File: config.mk
export PLATFORM = sky130hd
export DESIGN_NAME = hazard_controller
export DESIGN_NICKNAME = d
export VERILOG_FILES = /design/src/rtl/pipe_pkg.sv /design/src/rtl/fwd_select.sv /design/src/rtl/hazard_controller.sv
export SDC_FILE = /design/constraint.sdc
export NUM_CORES = 1
export LEC_CHECK = 0
export BUFFER_PORTS_ARGS = -buffer_cell sky130_fd_sc_hd__buf_2
export CAP_MARGIN = 20
export CORE_MARGIN = 5
export CORE_UTILIZATION = 46
export DETAILED_ROUTE_END_ITERATION = 8
export GPL_TIMING_DRIVEN = 1
export PLACE_DENSITY = 0.76
export SETUP_SLACK_MARGIN = 0.05
export SYNTH_ARGS = -nofsm -noshare
export SYNTH_HDL_FRONTEND = slang
export SYNTH_SLANG_ARGS = --single-unit
File: constraint.sdc
create_clock -name clk -period 2.4 [get_ports clk]
set_input_delay 0.24 -clock clk [delete_from_list [all_inputs] [get_ports clk]]
set_output_delay 0.24 -clock clk [all_outputs]
set_load 0.01 [all_outputs]
File: src/rtl/pipe_pkg.sv
// Shared encodings for the pipeline hazard controller: forwarding selects,
// FSM states and the architectural PC register index.
package pipe_pkg;

    typedef enum logic [1:0] {
        FWD_RF  = 2'b00,
        FWD_EX  = 2'b01,
        FWD_MEM = 2'b10,
        FWD_WB  = 2'b11
    } fwd_t;

    typedef enum logic {
        ST_RUN      = 1'b0,
        ST_MEM_WAIT = 1'b1
    } state_t;

    localparam logic [3:0] PC_REG = 4'd15;

endpackage

File: src/rtl/fwd_select.sv
// Priority comparator for one ID source field: youngest producer (EX) wins,
// then MEM, then WB; the PC and unused fields always read the register file.
module fwd_select
    import pipe_pkg::*;
(
    input  logic [3:0] field,
    input  logic       used,
    input  logic [3:0] ex_rd,
    input  logic       ex_en,
    input  logic [3:0] mem_rd,
    input  logic       mem_en,
    input  logic [3:0] wb_rd,
    input  logic       wb_en,
    output logic [1:0] sel
);

    always_comb begin
        sel = FWD_RF;
        if (used && field != PC_REG) begin
            if (ex_en && ex_rd == field)
                sel = FWD_EX;
            else if (mem_en && mem_rd == field)
                sel = FWD_MEM;
            else if (wb_en && wb_rd == field)
                sel = FWD_WB;
        end
    end

endmodule

File: src/rtl/hazard_controller.sv
// Pipeline sequencing controller: memory-stall FSM, load-use bubble insertion,
// branch flush of IF_ID, operand forwarding selects and stall statistics.
module hazard_controller
    import pipe_pkg::*;
#(
    parameter int MEM_TIMEOUT = 16,
    parameter int CNT_W       = 16
) (
    input  logic             clk,
    input  logic             R,
    input  logic [3:0]       id_rn,
    input  logic [3:0]       id_rm,
    input  logic [3:0]       id_rd,
    input  logic             id_use_rn,
    input  logic             id_use_rm,
    input  logic             id_use_rd,
    input  logic [3:0]       ex_rd,
    input  logic             ex_rf_enable,
    input  logic             ex_load_instr,
    input  logic [3:0]       mem_rd,
    input  logic             mem_rf_enable,
    input  logic [3:0]       wb_rd,
    input  logic             wb_rf_enable,
    input  logic             mem_req,
    input  logic             mem_ready,
    input  logic             branch_taken,
    output logic             pc_le,
    output logic             ifid_le,
    output logic             ifid_flush,
    output logic             cu_nop,
    output logic             pipe_hold,
    output logic [1:0]       fwd_a,
    output logic [1:0]       fwd_b,
    output logic [1:0]       fwd_d,
    output logic [CNT_W-1:0] stall_count,
    output logic             mem_error
);

    localparam int WAIT_W = $clog2(MEM_TIMEOUT + 1);

    state_t            state;
    logic [WAIT_W-1:0] wait_cnt;
    logic              stall_mem;
    logic              load_use;

    logic [3:0] field [3];
    logic       used  [3];
    logic [1:0] sel   [3];

    assign field = '{id_rn, id_rm, id_rd};
    assign used  = '{id_use_rn, id_use_rm, id_use_rd};

    // A ready memory releases the pipe in the same cycle, in either state.
    assign stall_mem = !mem_ready && (mem_req || state == ST_MEM_WAIT);

    assign load_use = ex_load_instr && ex_rf_enable &&
                      ((id_use_rn && ex_rd == id_rn) ||
                       (id_use_rm && ex_rd == id_rm) ||
                       (id_use_rd && ex_rd == id_rd));

    generate
        for (genvar gi = 0; gi < 3; gi++) begin : g_fwd
            fwd_select u_fwd (
                .field  (field[gi]),
                .used   (used[gi]),
                .ex_rd  (ex_rd),
                .ex_en  (ex_rf_enable),
                .mem_rd (mem_rd),
                .mem_en (mem_rf_enable),
                .wb_rd  (wb_rd),
                .wb_en  (wb_rf_enable),
                .sel    (sel[gi])
            );
        end
    endgenerate

    assign fwd_a = R ? FWD_RF : sel[0];
    assign fwd_b = R ? FWD_RF : sel[1];
    assign fwd_d = R ? FWD_RF : sel[2];

    always_comb begin
        pc_le      = 1'b1;
        ifid_le    = 1'b1;
        ifid_flush = 1'b0;
        cu_nop     = 1'b0;
        pipe_hold  = 1'b0;
        if (R) begin
            pc_le   = 1'b0;
            ifid_le = 1'b0;
            cu_nop  = 1'b1;
        end else if (stall_mem) begin
            pc_le     = 1'b0;
            ifid_le   = 1'b0;
            pipe_hold = 1'b1;
        end else if (load_use) begin
            pc_le   = 1'b0;
            ifid_le = 1'b0;
            cu_nop  = 1'b1;
        end else if (branch_taken) begin
            ifid_flush = 1'b1;
        end
    end

    always_ff @(posedge clk or posedge R) begin
        if (R) begin
            state       <= ST_RUN;
            wait_cnt    <= '0;
            stall_count <= '0;
            mem_error   <= 1'b0;
        end else begin
            if (!pc_le && stall_count != '1)
                stall_count <= stall_count + 1'b1;

            if (state == ST_RUN) begin
                if (mem_req && !mem_ready) begin
                    state    <= ST_MEM_WAIT;
                    wait_cnt <= '0;
                end
            end else begin
                if (mem_ready) begin
                    state    <= ST_RUN;
                    wait_cnt <= '0;
                end else if (wait_cnt == WAIT_W'(MEM_TIMEOUT - 1)) begin
                    // Give up on the access: flag it and let the pipe run.
                    mem_error <= 1'b1;
                    state     <= ST_RUN;
                    wait_cnt  <= '0;
                end else begin
                    wait_cnt <= wait_cnt + 1'b1;
                end
            end
        end
    end

endmodule

======== Word level (Yosys, flattened, before mapping) ========
Cells that the tools add are included.
storage, ports and cells
  register bits ........................... 23
  input bits .............................. 36
  logic and storage cells ................. 83
operators by class
  add/sub/neg operators ................... 2
  equal/unequal tests ..................... 14
  multiplexer cells ....................... 35
  bitwise gates (word level) .............. 1
  reduce and logical (&&, ||, !) cells .... 27
operator list
  cell                     count
  $eq A4 B4 Y1             9
  $mux W2                  15
  $logic_and A1 B1 Y1      20
  $mux W5                  4
  $add A16 B1 Y16 const B  1
  $mux W1                  16
  $ne A16 B16 Y1 const B   1
  $ne A4 B4 Y1 const B     3
  $add A5 B1 Y5 const B    1
  $eq A5 B4 Y1 const B     1
  $logic_or A1 B1 Y1       3
  $reduce_and A3 Y1        1
  $logic_not A1 Y1         2
  $reduce_bool A2 Y1       1
  $not A1 Y1               1

======== Longest topological paths before layout ========
  depth after elaboration ................. 10
  depth in mapped cells ................... 7
  depth with buffers taken out ............ 7

======== By module ========
A second synthesis with hierarchy kept.
unflattened totals
  cells, all modules ...................... 221
  area total of the unflattened synthesis .. 1959.4 um^2
modules (own cells, without submodules)
  module             times used  cells an instance  area an instance (um^2)  seq. area each (um^2)
  hazard_controller  1           140                1381.3                   575.6
  fwd_select         3           27                 192.7                    0.0

======== Worst setup path before layout ========
OpenSTA, ideal clock, no wires.
  path kind ............................... input port to output port
  start point ............................. input port ex_rd[1]
  end point ............................... output port ifid_flush
  arrival ................................. 1.621 ns
  path slack .............................. 0.539 ns
  stages .................................. 6
  path buffers ............................ 0
  cells stage by stage .................... xor2_1 nor4_1 a222oi_1 o21ai_2 inv_1 and2_1
on the way
  longest elaborated chain between the ends .. 8
  elaborated cells on any way between the ends .. 12
ends and longest elaborated chain
  item                                    RTL line                                          RTL
  start: declaration                      hazard_controller.sv:17                           input logic [3:0] ex_rd,
  $eq A4 B4 Y1 (on tied branches)         hazard_controller.sv:57, hazard_controller.sv:58
  $logic_and A1 B1 Y1 (on tied branches)  hazard_controller.sv:57, hazard_controller.sv:58
  $logic_or A1 B1 Y1                      hazard_controller.sv:57                           ((id_use_rn && ex_rd == id_rn) ||
  $logic_or A1 B1 Y1 (*)                  hazard_controller.sv:58                           (id_use_rm && ex_rd == id_rm) ||
  $logic_and A1 B1 Y1 (*)                 hazard_controller.sv:56                           assign load_use = ex_load_instr && ex_rf_enable &&
  $mux W1 (*)                             hazard_controller.sv:95                           end else if (load_use) begin
  $mux W1 (*)                             hazard_controller.sv:91                           end else if (stall_mem) begin
  $mux W1 (*)                             hazard_controller.sv:87                           if (R) begin
  end: declaration                        hazard_controller.sv:29                           output logic ifid_flush,
Mark *: on every way between the ends. The rest lies on a longest branch, timed or not.

======== Worst setup path after layout ========
Ends and elaborated chain as after synthesis.

==> impl_results.md <==
* Status: completed
* Layout Nets at between 200 and 300
* TritonCTS clock tree: done
* Hold Violations, Final at 0
* Via density at 5.29
* H-tree Lvls at 1
* RSZ-0062 raised after global routing: false
* GPL Wtd Cong at around 0.95
* Max_slew headroom at between 50 and 60%
* Clock Path Buffers at 2
* Worst-Skew Late Latency at roughly 0.30 ns
* Post-synthesis sequential area ratio at 35.4%
* Antenna viol nets, final at 0
* Setup Slack @ Placement at approximately 0.27 ns
* Yosys reg bits at 23
* Unique masters post-synth at 31
* CTS Buf Count at 3
* Mapped Avg Cell Area at 9.09 um^2
* Root Buffer: clkbuf_4
* Vias in the first global route at approximately 1500
* Syn. warnings at 0
* Worst setup SP type: input pin
* Remaining DRCs at 0
* Global-route wire length before repair at approximately 7.2 mm
* CP Capture Type: primary output
* Max-slew violations at 0
* Wire per inst at 14.2 um
* Count of final setup violators at 0
* Die Y at a little under 70 um
* Gr ovfl total at 0
* Area Overhead vs Synth at 26.4%
* Crit Path Max Fanout at 4
* Reg2Reg Depth at 7
* Tightest Pin Transition at about 0.7 ns
* Clock slew at reported path FFs at approximately 0.12 ns
* Port Buf Inserts at 63
* First-pass detailed-route iteration total at 4
* Initial antenna violation count at 0
* Tcrit/Tclk final at around nine tenths
* Postcts setup bufs at 0
* Placed cell count at ~290
* Most used cell, CP: buf_2
* R2R Path Start: stall_count[0]
* Power per cell area at 511 nW/um^2
* Post-route worst setup slack at 0.271 ns
* Pleak at slightly above 1 nW
* Chip width at 69.5 um
* FF-to-FF setup slack at roughly 0.53 ns
* Cell Chain, Critical Path: buf_2 > xor2_1 > nor4_1 > a222oi_1 > o21ai_2 > inv_1 > and2_1 > buf_2
* Ant. Diodes at 0
* Mapped Cells at about 180
* Commonest non-fill, non-tap cell in the layout: buf_2
* CP max stage delay at between 0.4 and 0.5 ns
* Post-DP HPWL at between 3 and 4 mm
* Final non-filler cell total at about 300
* Hold WS at ~0.0063 ns
* Commonest non-fill, non-tap cells in the layout: 63 x buf_2, 34 x xor2_1, 23 x dfrtp_1
* Cts hold-fix bufs at 0
* Req. time, crit path at ~2.2 ns
* Initial DRC Count at 94
* Starting Density at a little under half
* Post-Route Setup TNS at 0 ns
* Total Wirelength at between 4 and 5 mm
* Die ar. at roughly 4800 um^2
* Core ar. at around 3400 um^2
* Synthesized cell area at around 1600 um^2
* CP Class: in2out
* Hold Path Class: in2async
* Share of layout cells above drive strength 1 at between 30% and 40%
* Reg-to-reg endpoint: stall_count[3]
* Fmax at 0.470 GHz
* Max-Cap Viols at 0
* # clock sinks at 23
* Total GRT Usage at between 10% and 20%
* Largest net degree at the start of global routing at 28
* Worst Path Arrival at about 1.9 ns
* Slowest cell on crit path: nor4_1
* Final std cell area, no fill at approximately 2100 um^2
* Minimum clock period at approximately 2.1 ns
* Clock skew at 0.00229 ns
* Mapped Nets at 217
* Maximum VDD drop at 0.550 mV
* Ports at between 60 and 70
* Via Count at 1565
* Placed Area at roughly 2000 um^2
* FP Rows at 21
* CTS resizes at 0
-- worst max path at each step --
stage	start	endpoint	slack (ns)	cells after the start
6_report	ex_rd[1]	ifid_flush	0.27	8
5_1_grt	ex_rd[1]	ifid_flush	0.12	8
4_1_cts	ex_rd[1]	ifid_flush	0.27	8
3_5_place_dp	ex_rd[1]	stall_count[14]	0.27	7
3_3_place_gp	ex_rd[1]	stall_count[6]	0.31	7
2_1_floorplan	ex_rd[1]	ifid_flush	0.54	6
-- power breakdown --
part	total [mW]	switching [mW]	internal, mW	leakage, nW
sequential	0.519	0.0714	0.447	0.308
clock	0.175	0.110	0.0648	0.0150
combinational	0.357	0.191	0.166	0.711
-- routing by layer --
layer / up-vias / global-route usage [%] / share of wire (%)
met3: 4 / 4.78 / 7.2
met1: 724 / 24.6 / 45
met4: 0 / 2.60 / 0.78
met2: 61 / 28.4 / 47
li1: 776 / - / -
met5: - / 0 / 0
-- layout make-up --
cell class | instances | area, um^2
sequential | 23 | 576
tap | 46 | 57.6
fill | 307 | 1330
inverter | 4 | 15.0
timing repair buffer | 68 | 353
multi-input combinational | 151 | 1030
clock buffer | 4 | 26.3
-- registers in the layout, indices dropped and copies added (netlist names) --
name	count
mem_error	1
stall_count	16
state	1
wait_cnt	5
-- Yosys cell counts, drive strengths merged --
cell | instances | area [um^2]
nand2 | 18 | 67.6
o21ai | 5 | 28.8
o2bb2ai | 1 | 8.76
a22o | 1 | 8.76
and3 | 4 | 25.0
xor2 | 34 | 298
nor2b | 5 | 31.3
a22oi | 3 | 22.5
a211oi | 3 | 22.5
nor2 | 9 | 33.8
o21bai | 1 | 7.51
ha | 2 | 25.0
a222oi | 1 | 10.0
a21o | 2 | 16.3
xnor2 | 18 | 158
buf | 1 | 7.51
nand3 | 15 | 75.1
dfrtp | 23 | 576
inv | 4 | 15.0
and2 | 2 | 12.5
a21oi | 4 | 23.8
and3b | 1 | 8.76
nor3 | 6 | 35.0
a2bb2oi | 1 | 8.76
nand4 | 6 | 37.5
nor4 | 6 | 37.5
and4 | 3 | 26.3
-- worst max-delay path: cells and delay by family --
family,cells,cell delay (ns)
AO/OA/AOI/OAI,2,0.51
XOR/XNOR,1,0.17
buffers and inverters,3,0.34
AND/OR/NAND/NOR,2,0.63
-- cell families (layout without fill, tap and decap cells) --
logic type	after synthesis	count (layout)	share of synthesized area (%)
compound gates	22	22	9.69
xor+xnor	52	52	28.0
fa+ha+maj	2	2	1.54
buf+inv	5	76	1.38
flops	23	23	35.4
simple gates	75	75	24.0
-- through the flow --
step | util (%) | total power, mW
floorplan | - | 0.719
global placement | 59.9 | 0.876
detailed placement | 59.9 | 0.884
CTS | 60.6 | 1.06
global route | 60.6 | 1.14
finish | 60.6 | 1.05
Power figures use the tool's default switching activity.
